===== src/rtl/pgm_pkg.sv =====
// Shared definitions for the DDRAM arbiter: owner and state encodings,
// the DDRAM word-address width and the loader byte-enable decode.
package pgm_pkg;

  localparam int ADDR_W     = 29;
  localparam int DDR_W      = 64;
  localparam int PASS_LIMIT = 4;

  typedef enum logic [1:0] {
    OWN_CPU = 2'd0,
    OWN_VID = 2'd1,
    OWN_SND = 2'd2
  } owner_t;

  typedef enum logic [2:0] {
    ST_IDLE    = 3'd0,
    ST_ISSUE   = 3'd1,
    ST_WAIT    = 3'd2,
    ST_RELEASE = 3'd3,
    ST_LOAD    = 3'd4
  } state_t;

  // A 16-bit loader word lands in one of four lanes of the 64-bit DDRAM word.
  function automatic logic [7:0] load_be(input logic [1:0] lane);
    logic [7:0] be;
    case (lane)
      2'd0:    be = 8'h03;
      2'd1:    be = 8'h0C;
      2'd2:    be = 8'h30;
      default: be = 8'hC0;
    endcase
    return be;
  endfunction

endpackage


===== src/rtl/pgm_sync_bit.sv =====
// Single-bit synchronizer of configurable depth.
// Ports:
//   clk, reset_n : destination clock, asynchronous active-low reset
//   i_d          : asynchronous input
//   o_q          : input resynchronized to clk after STAGES flops
module pgm_sync_bit #(
  parameter int STAGES = 2
) (
  input  logic clk,
  input  logic reset_n,
  input  logic i_d,
  output logic o_q
);

  logic [STAGES-1:0] r_sync;

  // Shift form works for any depth including a single flop.
  always_ff @(posedge clk or negedge reset_n) begin
    if (!reset_n) begin
      r_sync <= '0;
    end else begin
      r_sync <= (r_sync << 1) | STAGES'(i_d);
    end
  end

  assign o_q = r_sync[STAGES-1];

endmodule


===== src/rtl/pgm_ddram_arbiter.sv =====
// Three-way DDRAM read arbiter (CPU > video > audio, with audio starvation
// guard) plus a pass-through write path for the ROM loader.
// Ports:
//   clk, reset_n                      : clock, asynchronous active-low reset
//   ioctl_*                           : loader interface (download, wr, addr, dout, index)
//   {cpu,vid,snd}_req/_addr           : level requests (foreign domain) and word addresses
//   {cpu,vid,snd}_ack/_data           : 4-phase acknowledge and captured read data
//   ddram_*                           : DDRAM command/data interface
//   timeout_err                       : one-cycle pulse on a forced completion
module pgm_ddram_arbiter
  import pgm_pkg::*;
#(
  parameter int SYNC_STAGES = 2,
  parameter int TIMEOUT     = 255
) (
  input  logic              clk,
  input  logic              reset_n,
  input  logic              ioctl_download,
  input  logic              ioctl_wr,
  input  logic [26:0]       ioctl_addr,
  input  logic [15:0]       ioctl_dout,
  input  logic [7:0]        ioctl_index,
  input  logic              cpu_req,
  input  logic              vid_req,
  input  logic              snd_req,
  input  logic [ADDR_W-1:0] cpu_addr,
  input  logic [ADDR_W-1:0] vid_addr,
  input  logic [ADDR_W-1:0] snd_addr,
  output logic              cpu_ack,
  output logic              vid_ack,
  output logic              snd_ack,
  output logic [DDR_W-1:0]  cpu_data,
  output logic [DDR_W-1:0]  vid_data,
  output logic [DDR_W-1:0]  snd_data,
  output logic              ddram_rd,
  output logic              ddram_we,
  output logic [ADDR_W-1:0] ddram_addr,
  output logic [DDR_W-1:0]  ddram_din,
  output logic [7:0]        ddram_be,
  input  logic [DDR_W-1:0]  ddram_dout,
  input  logic              ddram_busy,
  input  logic              ddram_dout_ready,
  output logic              timeout_err
);

  localparam int CNT_W = $clog2(TIMEOUT + 1);
  localparam logic [CNT_W-1:0] TMO_LAST = CNT_W'(TIMEOUT - 1);

  state_t            r_state, w_state_nxt;
  owner_t            r_owner, w_grant_own;
  logic [ADDR_W-1:0] r_addr, w_grant_addr;
  logic [2:0]        r_ack;
  logic [DDR_W-1:0]  r_data [3];
  logic [2:0]        r_pass;
  logic [CNT_W-1:0]  r_wcnt;
  logic              r_tmo_err;

  logic [2:0] w_req;      // synchronized requests, indexed by owner
  logic [2:0] w_own_oh;   // one-hot of the latched owner
  logic       w_own_req;
  logic       w_grant, w_capture, w_timeout, w_release;
  logic       w_unused;

  assign w_unused = ioctl_addr[0];

  pgm_sync_bit #(.STAGES(SYNC_STAGES)) u_sync_cpu (
    .clk(clk), .reset_n(reset_n), .i_d(cpu_req), .o_q(w_req[0]));
  pgm_sync_bit #(.STAGES(SYNC_STAGES)) u_sync_vid (
    .clk(clk), .reset_n(reset_n), .i_d(vid_req), .o_q(w_req[1]));
  pgm_sync_bit #(.STAGES(SYNC_STAGES)) u_sync_snd (
    .clk(clk), .reset_n(reset_n), .i_d(snd_req), .o_q(w_req[2]));

  assign w_own_oh[0] = (r_owner == OWN_CPU);
  assign w_own_oh[1] = (r_owner == OWN_VID);
  assign w_own_oh[2] = (r_owner == OWN_SND);
  assign w_own_req   = |(w_own_oh & w_req);

  always_ff @(posedge clk or negedge reset_n) begin
    if (!reset_n) begin
      r_state <= ST_IDLE;
    end else begin
      r_state <= w_state_nxt;
    end
  end

  always_comb begin
    w_state_nxt  = r_state;
    w_grant      = 1'b0;
    w_grant_own  = OWN_CPU;
    w_grant_addr = cpu_addr;
    w_capture    = 1'b0;
    w_timeout    = 1'b0;
    w_release    = 1'b0;
    ddram_rd     = 1'b0;
    ddram_we     = 1'b0;
    ddram_be     = 8'hFF;
    ddram_addr   = r_addr;
    ddram_din    = '0;
    case (r_state)
      ST_IDLE: begin
        if (ioctl_download) begin
          w_state_nxt = ST_LOAD;
        end else if (|w_req) begin
          w_grant     = 1'b1;
          w_state_nxt = ST_ISSUE;
          // Audio jumps the queue once it has been passed over PASS_LIMIT times.
          if (w_req[2] && (r_pass == 3'(PASS_LIMIT) || !(w_req[0] || w_req[1]))) begin
            w_grant_own  = OWN_SND;
            w_grant_addr = snd_addr;
          end else if (w_req[0]) begin
            w_grant_own  = OWN_CPU;
            w_grant_addr = cpu_addr;
          end else begin
            w_grant_own  = OWN_VID;
            w_grant_addr = vid_addr;
          end
        end
      end
      ST_ISSUE: begin
        ddram_rd = 1'b1;
        if (!ddram_busy) w_state_nxt = ST_WAIT;
      end
      ST_WAIT: begin
        if (ddram_dout_ready) begin
          w_capture   = 1'b1;
          w_state_nxt = ST_RELEASE;
        end else if (r_wcnt == TMO_LAST) begin
          w_timeout   = 1'b1;
          w_state_nxt = ST_RELEASE;
        end
      end
      ST_RELEASE: begin
        if (!w_own_req) begin
          w_release   = 1'b1;
          w_state_nxt = ST_IDLE;
        end
      end
      ST_LOAD: begin
        ddram_we   = ioctl_wr && (ioctl_index == 8'd0);
        ddram_addr = {5'b0, ioctl_addr[26:3]};
        ddram_din  = {4{ioctl_dout}};
        ddram_be   = load_be(ioctl_addr[2:1]);
        if (!ioctl_download) w_state_nxt = ST_IDLE;
      end
      default: w_state_nxt = ST_IDLE;
    endcase
  end

  always_ff @(posedge clk or negedge reset_n) begin
    if (!reset_n) begin
      r_owner   <= OWN_CPU;
      r_addr    <= '0;
      r_pass    <= '0;
      r_wcnt    <= '0;
      r_tmo_err <= 1'b0;
      r_ack     <= '0;
      for (int i = 0; i < 3; i++) r_data[i] <= '0;
    end else begin
      r_tmo_err <= w_timeout;
      if (w_grant) begin
        r_owner <= w_grant_own;
        r_addr  <= w_grant_addr;
        // Only grants to others while audio waits count as passes.
        if (w_grant_own == OWN_SND || !w_req[2]) begin
          r_pass <= '0;
        end else if (r_pass != 3'(PASS_LIMIT)) begin
          r_pass <= r_pass + 3'd1;
        end
      end
      if (r_state == ST_WAIT) begin
        r_wcnt <= r_wcnt + 1'b1;
      end else begin
        r_wcnt <= '0;
      end
      for (int i = 0; i < 3; i++) begin
        if (w_own_oh[i] && (w_capture || w_timeout)) begin
          r_data[i] <= w_capture ? ddram_dout : {DDR_W{1'b1}};
          r_ack[i]  <= 1'b1;
        end else if (w_own_oh[i] && w_release) begin
          r_ack[i]  <= 1'b0;
        end
      end
    end
  end

  assign cpu_ack     = r_ack[0];
  assign vid_ack     = r_ack[1];
  assign snd_ack     = r_ack[2];
  assign cpu_data    = r_data[0];
  assign vid_data    = r_data[1];
  assign snd_data    = r_data[2];
  assign timeout_err = r_tmo_err;

endmodule


===== config.mk =====
export PLATFORM = sky130hd
export DESIGN_NAME = pgm_ddram_arbiter
export DESIGN_NICKNAME = d
export VERILOG_FILES = /design/src/rtl/pgm_pkg.sv /design/src/rtl/pgm_sync_bit.sv /design/src/rtl/pgm_ddram_arbiter.sv
export SDC_FILE = /design/constraint.sdc
export NUM_CORES = 1
export LEC_CHECK = 0
export BUFFER_PORTS_ARGS = -buffer_cell sky130_fd_sc_hd__clkbuf_2
export CORE_AREA = 2 2 196 198
export CTS_BUF_LIST = sky130_fd_sc_hd__clkbuf_16
export DETAILED_ROUTE_END_ITERATION = 8
export DIE_AREA = 0 0 198 200
export GPL_ROUTABILITY_DRIVEN = 0
export SETUP_SLACK_MARGIN = 0.4
export SYNTH_ARGS = -nofsm -noshare
export SYNTH_HDL_FRONTEND = slang
export SYNTH_SLANG_ARGS = --single-unit

===== constraint.sdc =====
create_clock -name clk -period 1.9 [get_ports clk]
set_input_delay 0.38 -clock clk [delete_from_list [all_inputs] [get_ports clk]]
set_output_delay 0.38 -clock clk [all_outputs]
set_load 0.01 [all_outputs]

==> results of run 1 <==
## flip-flops by register name, summed over array words and instances, names as in the netlist
name / count
r_owner: 2
u_sync_cpu.r_sync: 2
u_sync_snd.r_sync: 2
u_sync_vid.r_sync: 2
r_pass: 3
r_state: 3
cpu_data: 64
vid_data: 64
r_ack: 3
snd_data: 64
r_wcnt: 8
r_addr: 29
timeout_err: 1
## layer usage
layer  share of wire [%]  wire length (um)  global-route usage [%]  up-vias
li1                    -                 -                       -     4376
met1                  39             15700                    23.0     4878
met2                  51             20700                    33.8      383
met3                 7.4              3020                    4.75       68
met4                 3.1              1270                    6.57        2
met5               0.032                13                       0        -
## power by group through the flow
stage	clock network, mW	logic, mW	registers [mW]
global placement	0	10.8	9.45
global route	5.42	12.7	9.89
CTS	5.16	11.5	9.54
floorplan	0	5.50	10.2
finish	5.05	11.9	9.58
detailed placement	0	11.0	9.44
## worst reg2reg max path: cells and delay by family (launching register included)
kind                   cells  cell delay, ns
and+or+nand+nor            3            0.83
buffers and inverters      4            0.55
DFF                        1            0.38
AOI/OAI and AO/OA          1            0.17
## through the flow
stage,util [%],setup WS [ns],setup TNS [ns],total power [mW],cells
4_1_cts,44.0,-0.520,-41.95,26.2,1958
5_1_grt,45.9,-0.565,-60.08,28.1,1984
3_3_place_gp,39.5,-0.00238,-0.00459,20.2,1877
6_report,45.9,-0.488,-42.51,26.5,1985
3_5_place_dp,39.5,-0.0154,-0.0485,20.4,1877
2_1_floorplan,-,0.124,0,15.7,919
## how the worst max path moves through the flow
| stage | endpoint |
|---|---|
| after floorplan | ddram_addr[0] |
| after global placement | ddram_we |
| after detailed placement | vid_data[32] |
| after CTS | ddram_addr[3] |
| after global routing | ddram_addr[5] |
| final | ddram_addr[3] |
## kinds of logic after synthesis
| family | Yosys count |
|---|---|
| flops | 247 |
| simple gates | 197 |
| compound gates | 302 |
| mux | 25 |
| fa+ha+maj | 4 |
| buf+inv | 138 |
| xor+xnor | 6 |
## final cells by class
type / count / area [um2] / share of cell area, %
clock buffer: 29 / 726 / 4.23
multi-input combinational: 534 / 4940 / 28.8
inverter: 10 / 40.0 / 0.233
sequential: 247 / 6180 / 36.0
tap: 511 / 639 / 3.73
antenna: 1 / 2.50 / 0.0146
timing repair buffer: 632 / 4510 / 26.3
clock inverter: 21 / 124 / 0.722
## cell usage in the layout (no fill, tap or decap), types with 3 or more instances in the layout
cell type / instances
sky130_fd_sc_hd__clkbuf_2: 443
sky130_fd_sc_hd__dfrtp_1: 245
sky130_fd_sc_hd__a2bb2oi_2: 105
sky130_fd_sc_hd__nor2b_1: 98
sky130_fd_sc_hd__a2bb2oi_1: 87
sky130_fd_sc_hd__buf_4: 59
sky130_fd_sc_hd__buf_6: 46
sky130_fd_sc_hd__nand2_1: 35
sky130_fd_sc_hd__o21ai_0: 34
sky130_fd_sc_hd__clkbuf_16: 32
sky130_fd_sc_hd__buf_12: 32
sky130_fd_sc_hd__o21ai_1: 29
sky130_fd_sc_hd__a211oi_2: 28
sky130_fd_sc_hd__buf_2: 24
sky130_fd_sc_hd__mux2_4: 20
sky130_fd_sc_hd__inv_1: 16
sky130_fd_sc_hd__and2_4: 16
sky130_fd_sc_hd__nor2_1: 11
sky130_fd_sc_hd__buf_16: 9
sky130_fd_sc_hd__clkinv_2: 8
sky130_fd_sc_hd__buf_8: 8
sky130_fd_sc_hd__xor2_1: 5
sky130_fd_sc_hd__nor3_1: 5
sky130_fd_sc_hd__nand2b_1: 5
sky130_fd_sc_hd__mux2_2: 4
sky130_fd_sc_hd__nand3_1: 4
sky130_fd_sc_hd__dlygate4sd3_1: 4
sky130_fd_sc_hd__clkinv_1: 3
## timing repair
| item | in CTS | in global routing |
|---|---|---|
| gates resized for setup | 74 | 130 |
| buffers inserted | 19 | 20 |
| setup endpoints to repair | 333 | 375 |
| gates cloned | 8 | 6 |
| endpoints found under the hold margin | 49 | 0 |
| pin swaps | 26 | 2 |
| hold buffers | 4 | 0 |
==> reports/results.md, run 1 <==
| Stage | Result | This run |
| --- | --- | --- |
| outcome | Outcome | finished with violations |
| outcome | Violated checks | negative setup slack |
| setup path | Launch instance of the worst register-to-register path | r_state[2] |
| yosys | Synth Area in Adders | 0.446% |
| global route | Number of antenna violations at the first check in global routing | 1 |
| cts | CTS root buf | sky130_fd_sc_hd__clkbuf_16 |
| setup path | Cell chain of the critical path | nor3b_4, buf_12, buf_12, mux2_4, clkbuf_2 |
| floorplanning | Initial core utilization | 30.0% |
| power and ir drop | Max IR drop VDD | 0.000791 V |
| drt | Vias/cell | 4.89 |
| sta | Worst hold slack | 0.121 ns |
| global route | Global-route wire length before repair | 58.3 mm |
| power and ir drop | Proportion of power drawn by flip-flops and latches | 36.1% |
| setup path | Slack of the worst reg-to-reg path | -0.10 ns |
| drt | Drt drc | 0 |
| yosys | Fraction of synthesis flops using an asynchronous set or reset pin | 100% |
| cts | Source-to-sink clock delay at the later pin of the worst-skew pair | 0.54 ns |
| worst hold path | Cell depth of the worst min-delay path | 3 |
| sta | Worst clock skew | 0.0100 ns |
| setup path | Master of the slowest instance on the critical path | sky130_fd_sc_hd__dfrtp_2 |
| yosys | Warning count from the yosys run | 0 |
| yosys | EDFF count, synth | 0 |
| drt | Remaining antenna violation count after routing | 0 |
| power and ir drop | Share of total power in combinational logic | 44.8% |
| power and ir drop | Cell internal pwr | 16.9 mW |
| setup path | Worst Path Max Fanout | 20 |
| power and ir drop | Power per unit of standard cell area | 1550 mW/mm2 |
| drt | Post-DR wirelength/cell | 20.5 um |
| yosys | Largest area contributor in the synthesized netlist | sky130_fd_sc_hd__dfrtp_1 |
| final layout | Number of nets in the layout | 1,668 |
| power and ir drop | LEAKAGE | 8.05 nW |
| setup path | Launching element type of the critical path | flop |
| yosys | Ranking of synthesized cells by instance count | 247 x sky130_fd_sc_hd__dfrtp_1, 142 x sky130_fd_sc_hd__a2bb2oi_1, 100 x sky130_fd_sc_hd__nor2b_1, 60 x sky130_fd_sc_hd__buf_4, 52 x sky130_fd_sc_hd__o21ai_0 |
| cts | Clock slew seen by the registers of the worst setup and hold paths | 0.06 ns |
| drt | Number of violations reported at the end of detailed-routing iteration 0 | 331 |
| yosys | Cell count after synthesis | 919 |
| setup path | Delay-heaviest family, CP | buffers and inverters |
| floorplanning | Die outline area | 0.0396 mm2 |
| setup path | Destination of the worst register-to-register timing path | snd_data[2] |
| setup path | Slowest cell delay on critical path | 0.44 ns |
| setup path | Crit Path Category | flop to output pin |
| setup path | Kind of end point of the critical path | output pin |
| yosys | Share of synthesized cell area in and, or, nand and nor gates | 10.3% |
| final layout | Finished Cell Area | 0.0172 mm2 |
| setup path | Data arrival, critical path | 2.01 ns |
| floorplanning | Placeable core region | 0.0374 mm2 |
| yosys | Mapped Nets | 1,134 |
| cts | Sink Count | 247 |
| setup path | Buf+Inv Stages, Crit Path | 3 |
| yosys | FF+latch count, synth | 247 |
| setup path | Worst Reg2Reg Path Length in Cells | 8 |
| final layout | Relative area change from synthesis to final layout | 52.9% |
| run | Number of maximum-capacitance constraint violations | 0 |
| cts | H-Tree Level Count | 1 |
| placement | Estimated wirelength of the detail-placed design | 27.6 mm |
| setup path | Crit. path cell count | 5 |
| cts | CTS tree | done |
| yosys | Netlist cell types | 47 |
| worst hold path | Worst Hold Class | input pin to flop |
| worst hold path | Hold Crit Start | ddram_dout[30] |
| global route | Final global-route overflow total | 0 |
| yosys | Compound-gate portion of the synthesized area | 23.7% |
| sta | Slew at the pin closest to its max-slew limit | 0.508 ns |
| setup path | Beginning of the critical path | r_state[1] |
| yosys | Dominant cell by count in the synthesized netlist | sky130_fd_sc_hd__dfrtp_1 |
| drt | First-pass iteration count of the detailed router | 4 |
| placement | Post-place instance area | 0.0148 mm2 |
| placement | Number of input and output port buffers inserted | 508 |
| floorplanning | Number of primary I/O pins | 510 |
| yosys | Largest family of logic cells by synthesized area | compound AO/OA/AOI/OAI gates |
| worst hold path | Worst Hold Path EP | snd_data[30] |
| setup path | Critical Path Most Common Cell | sky130_fd_sc_hd__buf_12 |
| global route | Largest net degree at the start of global routing | 67 |
| power and ir drop | Clock network fraction of design power | 19.1% |
| floorplanning | Rows | 71 |
| sta | RSZ-0062 raised after global routing | true |
| sta | Crit share post-route | 126% |
| final layout | Fraction of layout cells with a size suffix above 1 | 59.0% |
| sta | Final setup violation count | 186 |
| setup path | Required time at the worst-slack endpoint | 1.52 ns |
| drt | Wirelength, routed | 40.7 mm |
| yosys | Most used DFF post-synth | sky130_fd_sc_hd__dfrtp_1 |
| sta | Setup slack after layout | -0.488 ns |
| yosys | Mux contribution to synthesized area | 2.50% |
| drt | Via Count | 9,707 |
| sta | Final hold violations | 0 |
| cts | TritonCTS buffer count | 28 |
| floorplanning | Die height | 200 um |
| floorplanning | Horiz. Die Dim | 198 um |
| final layout | # fillers | 3,479 |
| yosys | Top-area cell type share of the netlist area | 55.1% |
| cts | Longest Clk Path Bufs | 3 |
| yosys | Main area contributors after synthesis | sky130_fd_sc_hd__dfrtp_1 55%, sky130_fd_sc_hd__a2bb2oi_1 11%, sky130_fd_sc_hd__a2bb2oi_2 6.7% |
| sta | Final min period | 2.39 ns |
| yosys | Synthesized-area fraction occupied by xor and xnor cells | 0.468% |
| power and ir drop | Switching power | 9.57 mW |
| global route | Tot GR Track Use | 19.2% |
| sta | Max Slew Vio Count | 0 |
| sta | Maximum clock frequency | 419 MHz |
| global route | Vias in the first global route | 9,708 |
| power and ir drop | Switching share of total power | 36.1% |
| sta | Slew margin rel. | 66.1% |
| yosys | Netlist area before placement | 0.0112 mm2 |
| yosys | Avg Cell Area, Syn | 12.2 um2 |
| yosys | Sequential-to-total area share from yosys stat | 55.1% |
Power figures use the tool's default switching activity.
==> run 2, diff against run 1 <==
==> constraint.sdc (replaced) <==
create_clock -name clk -period 1.9 [get_ports clk]
set_input_delay 0.095 -clock clk [delete_from_list [all_inputs] [get_ports clk]]
set_output_delay 0.095 -clock clk [all_outputs]
set_load 0.01 [all_outputs]
==> reports/results.md, run 2 (same netlist as run 1, synthesis figures left out) <==
| Stage | Result | This run |
| --- | --- | --- |
| sta | Maximum clock frequency | 444 MHz |
| outcome | Outcome | finished with violations |
| global route | Largest net degree at the start of global routing | 67 |
| global route | Tot GR Track Use | 21.4% |
| floorplanning | Die height | 200 um |
| setup path | CP Capture Point | ddram_addr[10] |
| drt | Wirelength, routed | 52.1 mm |
| cts | H-Tree Level Count | 1 |
| setup path | Kind of end point of the critical path | output pin |
| drt | Number of violations reported at the end of detailed-routing iteration 0 | 482 |
| power and ir drop | Max IR drop VDD | 0.000757 V |
| drt | Via Count | 11,000 |
| sta | RSZ-0062 raised after global routing | true |
| setup path | Launch instance of the worst register-to-register path | r_state[1] |
| sta | Crit share post-route | 119% |
| global route | Final global-route overflow total | 0 |
| final layout | Fraction of layout cells with a size suffix above 1 | 61.6% |
| sta | Slew margin rel. | 60.7% |
| global route | Global-route wire length before repair | 64.3 mm |
| sta | Slew at the pin closest to its max-slew limit | 0.590 ns |
| final layout | Most used cells in the layout excluding fill and tap cells | 424 x sky130_fd_sc_hd__clkbuf_2, 245 x sky130_fd_sc_hd__dfrtp_1, 180 x sky130_fd_sc_hd__a2bb2oi_2, 154 x sky130_fd_sc_hd__dlygate4sd3_1, 99 x sky130_fd_sc_hd__buf_6 |
| drt | Remaining antenna violation count after routing | 0 |
| sta | Setup slack after layout | -0.354 ns |
| setup path | Destination of the worst register-to-register timing path | snd_data[26] |
| final layout | Most common cell after layout, fill and taps aside | sky130_fd_sc_hd__clkbuf_2 |
| cts | Longest Clk Path Bufs | 3 |
| placement | Number of input and output port buffers inserted | 508 |
| setup path | Data arrival, critical path | 2.16 ns |
| worst hold path | Worst Hold Class | input pin to flop |
| setup path | Crit Path Category | flop to output pin |
| cts | Source-to-sink clock delay at the later pin of the worst-skew pair | 0.56 ns |
| worst hold path | Hold Crit Start | vid_addr[0] |
| cts | TritonCTS buffer count | 27 |
| outcome | Violated checks | negative hold slack, negative setup slack |
| floorplanning | Die outline area | 0.0396 mm2 |
| drt | Drt drc | 0 |
| cts | CTS root buf | sky130_fd_sc_hd__clkbuf_16 |
| placement | Post-place instance area | 0.0144 mm2 |
| cts | Clock slew seen by the registers of the worst setup and hold paths | 0.06 ns |
| floorplanning | Rows | 71 |
| floorplanning | Number of primary I/O pins | 510 |
| sta | Worst clock skew | 0.0122 ns |
| setup path | Required time at the worst-slack endpoint | 1.80 ns |
| run | Number of maximum-capacitance constraint violations | 0 |
| placement | Estimated wirelength of the detail-placed design | 27.3 mm |
| final layout | Relative area change from synthesis to final layout | 84.3% |
| drt | Vias/cell | 5.07 |
| global route | Vias in the first global route | 10,500 |
| setup path | Worst Path Max Fanout | 6 |
| floorplanning | Horiz. Die Dim | 198 um |
| power and ir drop | Power per unit of standard cell area | 1470 mW/mm2 |
| drt | First-pass iteration count of the detailed router | 5 |
| power and ir drop | LEAKAGE | 9.30 nW |
| final layout | Number of nets in the layout | 1,854 |
| sta | Final setup violation count | 171 |
| global route | Number of antenna violations at the first check in global routing | 1 |
| cts | CTS tree | done |
| cts | Sink Count | 247 |
| setup path | Launching element type of the critical path | flop |
| drt | Post-DR wirelength/cell | 24.0 um |
| floorplanning | Placeable core region | 0.0374 mm2 |
| sta | Final hold violations | 1 |
| final layout | Finished Cell Area | 0.0207 mm2 |
| sta | Worst hold slack | -0.0207 ns |
| sta | Max Slew Vio Count | 0 |
| sta | Final min period | 2.25 ns |
| setup path | Slack of the worst reg-to-reg path | -0.07 ns |
| floorplanning | Initial core utilization | 30.0% |
| setup path | Beginning of the critical path | r_state[1] |
| final layout | # fillers | 2,934 |
| setup path | Worst Reg2Reg Path Length in Cells | 10 |
==> run 2: cell types whose count changed in the layout (fill, tap and decap cells not counted), sizes merged <==
cell / previous run / this run
dlygate4sd3: 4 / 154
buf: 178 / 219
clkbuf: 477 / 473
bufbuf: 2 / 0
bufinv: 1 / 3
clkinv: 11 / 13
inv: 18 / 16
diode: 1 / 2
==> run 2: layer usage <==
layer | global-route usage [%] | share of wire, %
met2 | 35.2 | 49
met4 | 8.55 | 4.0
met3 | 4.87 | 7.8
met1 | 27.6 | 39
met5 | 0 | 0
==> run 2: what timing repair did <==
action	in CTS	in global routing
gates resized for setup	95	448
hold buffers	154	0
endpoints found under the setup margin	333	333
pin swaps	25	56
buffers inserted	28	36
gates cloned	19	29
hold endpoints to repair	474	0
==> run 2: critical path: stages, from the launching register on <==
cell,delay [ns]
sky130_fd_sc_hd__dfrtp_1,0.40
sky130_fd_sc_hd__buf_6,0.13
sky130_fd_sc_hd__nor3b_4,0.18
sky130_fd_sc_hd__buf_6,0.17
sky130_fd_sc_hd__buf_12,0.12
sky130_fd_sc_hd__clkbuf_16,0.15
sky130_fd_sc_hd__mux2_4,0.32
sky130_fd_sc_hd__buf_6,0.12
==> run 2: per-stage QoR <==
| step | worst slack (ns) | cells | TNS [ns] | util (%) | total power, mW |
|---|---|---|---|---|---|
| floorplan | 0.249 | 919 | 0 | - | 15.3 |
| global placement | 0.0928 | 1855 | 0 | 38.4 | 19.7 |
| detailed placement | 0.0137 | 1855 | 0 | 38.4 | 19.9 |
| CTS | -0.357 | 2106 | -30.27 | 48.0 | 26.6 |
| global route | -0.413 | 2171 | -42.78 | 55.3 | 31.7 |
| finish | -0.354 | 2173 | -31.61 | 55.3 | 30.4 |
==> run 2: layout make-up <==
| class | instances | area (um2) | area share (%) |
|---|---|---|---|
| Antenna cell | 2 | 5.00 | 0.0242 |
| Inverter | 10 | 50.0 | 0.242 |
| Clock inverter | 23 | 191 | 0.925 |
| Clock buffer | 27 | 676 | 3.27 |
| Sequential cell | 247 | 6180 | 29.9 |
| Tap cell | 511 | 639 | 3.09 |
| Timing Repair Buffer | 819 | 7280 | 35.2 |
| Multi-Input combinational cell | 534 | 5660 | 27.4 |
==> run 2: worst min path at each step <==
stage | end | slack [ns] | cells after the start
floorplan | cpu_data[0] | -0.20 | 0
global placement | u_sync_vid.r_sync[1] | 0.04 | 1
detailed placement | u_sync_vid.r_sync[1] | 0.04 | 1
CTS | r_addr[0] | 0.005 | 4
global route | r_addr[0] | 0.04 | 4
finish | r_addr[0] | -0.02 | 4
==> run 2: report_power, final <==
group          switching [mW]  leakage (nW)  internal, mW  total (mW)
clock                    2.30         0.437          2.99        5.29
sequential               1.96          2.88          7.78        9.74
combinational            6.89          5.98          8.44        15.3
